==> src/rtl/alu_pkg.sv <==
// Shared types for the ALU arbiter.
//   alu_op_t    : two-bit ALU operation code (ADD/SUB/MUL/DIV)
//   arb_state_t : arbiter FSM state encoding
package alu_pkg;

    typedef enum logic [1:0] {
        ALU_ADD = 2'b00,
        ALU_SUB = 2'b01,
        ALU_MUL = 2'b10,
        ALU_DIV = 2'b11
    } alu_op_t;

    typedef enum logic [1:0] {
        ST_IDLE        = 2'd0,
        ST_ISSUE       = 2'd1,
        ST_WAIT_RESULT = 2'd2,
        ST_RETURN      = 2'd3
    } arb_state_t;

endpackage

==> src/rtl/rr_picker.sv <==
// Two-way round-robin winner selection.
//   valid   in  2 : per-requester request valid
//   pointer in  1 : requester that wins when both are valid
//   grant   out 2 : one-hot winner, zero when nobody is valid
module rr_picker (
    input  logic [1:0] valid,
    input  logic       pointer,
    output logic [1:0] grant
);

    always_comb begin
        grant = 2'b00;
        case (valid)
            2'b01:   grant = 2'b01;
            2'b10:   grant = 2'b10;
            2'b11:   grant = pointer ? 2'b10 : 2'b01;
            default: grant = 2'b00;
        endcase
    end

endmodule

==> src/rtl/alu_arbiter.sv <==
// Arbitrates two requesters onto a single shared ALU, one transaction in flight.
//
// Ports:
//   clk, rst                      : clock, synchronous active-high reset
//   i_req_valid / o_req_ready     : per-requester request handshake (2 bits)
//   i_req_a, i_req_b              : operands, requester k in [k*DATA_WIDTH +: DATA_WIDTH]
//   i_req_op, i_req_signed        : op (2 bits per requester) and signed flag
//   o_rsp_result, o_rsp_error     : shared response data
//   o_rsp_valid / i_rsp_ready     : per-requester response handshake
//   o_alu_input_*                 : operands/op/signed/valid towards the ALU
//   i_alu_input_ready             : ALU accepts the operands
//   i_alu_result, i_alu_error     : ALU result data
//   i_alu_result_valid / o_alu_result_ready : ALU result handshake
//
// Build option: define ALU_ARB_TIMEOUT_EN to add a WAIT_RESULT watchdog of
// TIMEOUT_CYCLES cycles. A timed-out transaction returns error with result 0
// and leaves a sticky stale flag that drains the late ALU result before any
// new request is granted.
//
// state       | meaning
// ------------+-----------------------------------------------------------
// IDLE        | grant round-robin winner, latch its request on handshake
// ISSUE       | present latched operands to the ALU until accepted
// WAIT_RESULT | accept the ALU result (or time out when enabled)
// RETURN      | hold the response to the granted requester until taken
module alu_arbiter
    import alu_pkg::*;
#(
    parameter int DATA_WIDTH     = 16,
    parameter int TIMEOUT_CYCLES = 64
) (
    input  logic                    clk,
    input  logic                    rst,
    input  logic [1:0]              i_req_valid,
    output logic [1:0]              o_req_ready,
    input  logic [2*DATA_WIDTH-1:0] i_req_a,
    input  logic [2*DATA_WIDTH-1:0] i_req_b,
    input  logic [3:0]              i_req_op,
    input  logic [1:0]              i_req_signed,
    output logic [DATA_WIDTH-1:0]   o_rsp_result,
    output logic                    o_rsp_error,
    output logic [1:0]              o_rsp_valid,
    input  logic [1:0]              i_rsp_ready,
    output logic [DATA_WIDTH-1:0]   o_alu_input_a,
    output logic [DATA_WIDTH-1:0]   o_alu_input_b,
    output logic [1:0]              o_alu_input_op,
    output logic                    o_alu_input_signed,
    output logic                    o_alu_input_valid,
    input  logic                    i_alu_input_ready,
    input  logic [DATA_WIDTH-1:0]   i_alu_result,
    input  logic                    i_alu_error,
    input  logic                    i_alu_result_valid,
    output logic                    o_alu_result_ready
);

    arb_state_t            state_q, state_d;
    logic                  ptr_q;
    logic                  gnt_id_q;
    logic [DATA_WIDTH-1:0] a_q, b_q, res_q;
    alu_op_t               op_q;
    logic                  sgn_q, err_q;

    logic [1:0] pick_grant;
    logic       accept, result_hs, rsp_done;
    logic       stale, timeout_hit;

    rr_picker u_rr_picker (
        .valid   (i_req_valid),
        .pointer (ptr_q),
        .grant   (pick_grant)
    );

    // Out-of-range timeout settings elaborate this empty marker block.
    if (TIMEOUT_CYCLES < 1) begin : g_timeout_cycles_unsupported
    end

`ifdef ALU_ARB_TIMEOUT_EN
    localparam int TMO_W = $clog2(TIMEOUT_CYCLES + 1);
    localparam logic [TMO_W-1:0] TMO_LOAD = TMO_W'(TIMEOUT_CYCLES - 1);

    logic [TMO_W-1:0] tmo_cnt_q;
    logic             stale_q;

    assign stale       = stale_q;
    // Down-counter is loaded on entry to WAIT_RESULT, so terminal count is
    // reached on the TIMEOUT_CYCLES-th waiting cycle.
    assign timeout_hit = (state_q == ST_WAIT_RESULT) && !i_alu_result_valid &&
                         (tmo_cnt_q == '0);

    always_ff @(posedge clk) begin
        if (rst) begin
            tmo_cnt_q <= '0;
            stale_q   <= 1'b0;
        end else begin
            if (state_q == ST_ISSUE && i_alu_input_ready) begin
                tmo_cnt_q <= TMO_LOAD;
            end else if (state_q == ST_WAIT_RESULT && tmo_cnt_q != '0) begin
                tmo_cnt_q <= tmo_cnt_q - TMO_W'(1);
            end
            // Stale can only be set from WAIT_RESULT and is only cleared
            // outside it, so the two never collide.
            if (timeout_hit) begin
                stale_q <= 1'b1;
            end else if (stale_q && i_alu_result_valid) begin
                stale_q <= 1'b0;
            end
        end
    end
`else
    assign stale       = 1'b0;
    assign timeout_hit = 1'b0;
`endif

    always_comb begin
        state_d     = state_q;
        o_req_ready = 2'b00;
        accept      = 1'b0;
        result_hs   = 1'b0;
        rsp_done    = 1'b0;
        case (state_q)
            ST_IDLE: begin
                if (!stale) begin
                    o_req_ready = pick_grant;
                    if (pick_grant != 2'b00) begin
                        accept  = 1'b1;
                        state_d = ST_ISSUE;
                    end
                end
            end
            ST_ISSUE: begin
                if (i_alu_input_ready) begin
                    state_d = ST_WAIT_RESULT;
                end
            end
            ST_WAIT_RESULT: begin
                if (i_alu_result_valid) begin
                    result_hs = 1'b1;
                    state_d   = ST_RETURN;
                end else if (timeout_hit) begin
                    state_d = ST_RETURN;
                end
            end
            ST_RETURN: begin
                if (i_rsp_ready[gnt_id_q]) begin
                    rsp_done = 1'b1;
                    state_d  = ST_IDLE;
                end
            end
            default: state_d = ST_IDLE;
        endcase
    end

    always_ff @(posedge clk) begin
        if (rst) begin
            state_q  <= ST_IDLE;
            ptr_q    <= 1'b0;
            gnt_id_q <= 1'b0;
            a_q      <= '0;
            b_q      <= '0;
            op_q     <= ALU_ADD;
            sgn_q    <= 1'b0;
            res_q    <= '0;
            err_q    <= 1'b0;
        end else begin
            state_q <= state_d;
            if (accept) begin
                gnt_id_q <= pick_grant[1];
                a_q      <= pick_grant[1] ? i_req_a[2*DATA_WIDTH-1:DATA_WIDTH]
                                          : i_req_a[DATA_WIDTH-1:0];
                b_q      <= pick_grant[1] ? i_req_b[2*DATA_WIDTH-1:DATA_WIDTH]
                                          : i_req_b[DATA_WIDTH-1:0];
                op_q     <= alu_op_t'(pick_grant[1] ? i_req_op[3:2] : i_req_op[1:0]);
                sgn_q    <= pick_grant[1] ? i_req_signed[1] : i_req_signed[0];
            end
            if (result_hs) begin
                res_q <= i_alu_result;
                err_q <= i_alu_error;
            end else if (timeout_hit) begin
                res_q <= '0;
                err_q <= 1'b1;
            end
            if (rsp_done) begin
                ptr_q <= ~gnt_id_q;
            end
        end
    end

    assign o_alu_input_a      = a_q;
    assign o_alu_input_b      = b_q;
    assign o_alu_input_op     = op_q;
    assign o_alu_input_signed = sgn_q;
    assign o_alu_input_valid  = (state_q == ST_ISSUE);
    // While stale, keep draining so the late ALU result cannot block the ALU.
    assign o_alu_result_ready = (state_q == ST_WAIT_RESULT) || stale;
    assign o_rsp_valid        = (state_q == ST_RETURN) ? {gnt_id_q, ~gnt_id_q} : 2'b00;
    assign o_rsp_result       = res_q;
    assign o_rsp_error        = err_q;

endmodule
==> config.mk <==
export PLATFORM = sky130hd
export DESIGN_NAME = alu_arbiter
export DESIGN_NICKNAME = d
export VERILOG_FILES = /design/src/rtl/alu_pkg.sv /design/src/rtl/rr_picker.sv /design/src/rtl/alu_arbiter.sv
export SDC_FILE = /design/constraint.sdc
export NUM_CORES = 1
export LEC_CHECK = 0
export BUFFER_PORTS_ARGS = -buffer_cell sky130_fd_sc_hd__buf_4
export CORE_UTILIZATION = 46
export CTS_CLUSTER_DIAMETER = 150
export DETAILED_ROUTE_END_ITERATION = 8
export GPL_ROUTABILITY_DRIVEN = 0
export PLACE_DENSITY = 0.95
export SETUP_SLACK_MARGIN = 0.2
export SLEW_MARGIN = 20
export SYNTH_ARGS = -nofsm -noshare
export SYNTH_HDL_FRONTEND = slang
export SYNTH_SLANG_ARGS = --single-unit
==> constraint.sdc <==
create_clock -name clk -period 4.9 [get_ports clk]
set_clock_uncertainty 0.1 [all_clocks]
set_input_delay 0 -clock clk [delete_from_list [all_inputs] [get_ports clk]]
set_output_delay 0 -clock clk [all_outputs]
set_load 0.03 [all_outputs]
==> impl_metrics.ini <==
[status]
status = finished, violations left
violations = negative hold slack

[power]
p_per_area_nw_per_um2 = 459
clockPowerShare = 0.130
peakVddDrop_v = 0.000369
p_leak_nw = 2.01
switching_share = 0.420
p_comb_frac = 0.529
internal_power_mw = 1.15
p_seq_frac = 0.341
power_switching_uw = 836
p_total_mw = 1.99

[sta]
setup_violations = 0
timing.hold.ws_ns = -0.00234
slew_headroom = 0.332
finalHoldViolCount = 1
period_share = 0.538
slew_viol_final = 0
grt_setup_unrepaired = false
fin_tns_setup_ns = 0
max_freq_ghz = 0.380
finalCriticalPeriod_ns = 2.63
worstMarginPinSlew_ns = 0.999

[grt]
grt_pass1_vias = 3010
grt_usage = 0.345
grt.overflow.total = 0
antenna_found_initial = 0
grt_max_degree = 59
grt_pass1_wl_um = 14200

[hold_path]
min_path_type = input port to register

[logic_synthesis]
synthCells = 270
ys_warn_count = 0
synth_area_leader_cell = dfxtp_1
avgSynthCellArea_sq_um = 8.93
synth_nets = 370
synth_area_sq_um = 2410
synth.yosys.seq_area_share = 0.465
synthTopCellsByArea = dfxtp_1, o32ai_1, a211oi_1
synth_top_area_share = 0.465
ys_ff_latch = 56
yosysUniqueCellTypes = 22

[detailed_routing]
wirelength_um = 9340
met2_wirelength_um = 5030
wl_per_cell_um = 17.1
wl_met1_um = 3250
route.top_layer_used = met4
firstDrtPassIters = 4
via_per_inst = 5.48
drc = 0
wl_met3_um = 564
drtAntennaViolNets = 0
vias = 2984
drtIter0Drc = 169

[clock_tree]
cts_tree = done
cts.repair.resized = 0
cts.sinks = 56
clockBufferDepth = 2
cts_max_level = 2
cts_root_buf = clkbuf_8
cts_buffers = 5
path_clk_slew_ns = 0.10
clk_latency_ns = 0.30

[critical_path]
worstPathRequired_ns = 5.04
critPathLaunchType = register
cp-end-kind = register
critPathMaxFanout = 26
cp.arrival_ns = 2.78
critPathKind = register to register

[finish]
nFillCells = 229
mostFrequentLayoutCells = buf_4, dlygate4sd3_1, dfxtp_1, inv_1, nand2_1
area_growth_pct = 79.8
antenna_cells = 0
drive_gt1_frac = 0.341
layout_commonest_cell = buf_4
final_nets = 577

[floorplan]
die-height_um = 74.4
rows = 25
initial_core_util = 0.494
die_x_um = 74.4
io_pins = 153
core_sq_um = 4880
die_area_sq_um = 5530

[job]
maxCapViolations = 0

[placed_design]
numPortBuffers = 152
place_hpwl_um = 5310
==> per-layer routing <==
| layer | global-route usage | up-vias |
|---|---|---|
| met5 | 0 | - |
| met4 | 0.197 | 0 |
| met3 | 0.0840 | 48 |
| met2 | 0.649 | 162 |
| met1 | 0.343 | 1394 |
| li1 | - | 1380 |
==> through the flow <==
stage               hold slack (ns)  area [sq um]  cells  utilization  worst slack (ns)
CTS                         0.00162          4330    544        0.886              2.37
global route                0.00469          4340    545        0.888              2.10
floorplan                    0.0360          2410    270            -              3.07
global placement              0.148          3550    468        0.728              2.67
finish                     -0.00234          4340    545        0.888              2.27
detailed placement            0.154          3550    468        0.728              2.87
==> cells by family (layout without fill, tap and decap cells) <==
logic type      count (synthesis)  count (layout)  share of synthesized area
compound gates                 94              94                      0.303
fa+ha+maj                       5               5                     0.0259
buf+inv                        61             269                      0.103
flops                          56              56                      0.465
mux                             3               3                     0.0125
simple gates                   51              51                     0.0913
==> critical path: stages, from the launching register on <==
cell,delay (ns)
dfxtp_1,0.40
inv_1,0.10
ha_1,0.24
nand2_1,0.34
buf_4,0.38
o32ai_1,0.15
a211oi_1,0.28
dlygate4sd3_1,0.60
==> sequential cells by signal (all words and copies together) (netlist names) <==
signal and count:
o_alu_input_b 16, state_q 2, o_rsp_result 16, o_rsp_error 1, o_alu_input_a 16, ptr_q 1, o_alu_input_op 2, o_alu_input_signed 1
gnt_id_q 1
==> power groups by stage <==
| stage | combinational [mW] | sequential (mW) | clock [mW] |
|---|---|---|---|
| 3_3_place_gp | 0.913 | 0.669 | 0 |
| 5_1_grt | 1.11 | 0.686 | 0.285 |
| 2_1_floorplan | 0.371 | 0.902 | 0 |
| 3_5_place_dp | 0.940 | 0.674 | 0 |
| 4_1_cts | 1.03 | 0.666 | 0.262 |
| 6_report | 1.05 | 0.678 | 0.259 |
==> worst paths after layout <==
check / slack, ns / endpoint / cells after the start / from
max: 2.27 / o_alu_input_a[12] / 7 / state_q[0]
min: -0.002 / o_alu_input_b[2] / 3 / i_req_b[2]
max reg2reg: 2.27 / o_alu_input_a[12] / 7 / state_q[0]
min reg2reg: 0.36 / o_rsp_result[12] / 2 / o_rsp_result[12]
==> timing repair <==
| action | in CTS | in global routing |
|---|---|---|
| hold buffers | 68 | 1 |
| buffers inserted | 0 | 0 |
| endpoints found under the hold margin | 53 | 1 |
==> layout make-up <==
| class | instances | area [sq um] | area share |
|---|---|---|---|
| Timing Repair Buffer | 223 | 1850 | 0.426 |
| Sequential cell | 56 | 1120 | 0.259 |
| Clock buffer | 8 | 90.1 | 0.0208 |
| Multi-Input combinational cell | 153 | 1050 | 0.242 |
| Inverter | 38 | 143 | 0.0329 |
| Tap cell | 67 | 83.8 | 0.0193 |
==> cell usage after synthesis <==
cell type   n
nor3b_1     1
and2_1      4
clkbuf_1   10
buf_2      12
o21ba_1     1
a21oi_2     1
ha_1        5
nand2_1    38
a2bb2oi_1   1
inv_1      38
a21oi_1    18
buf_4       1
o32ai_1    35
a211oi_1   35
nor2b_1     3
a2111oi_4   1
mux2i_1     3
o21bai_1    1
nand2b_1    3
dfxtp_1    56
nor2_1      2
o21a_1      1
Power figures use the tool's default switching activity.
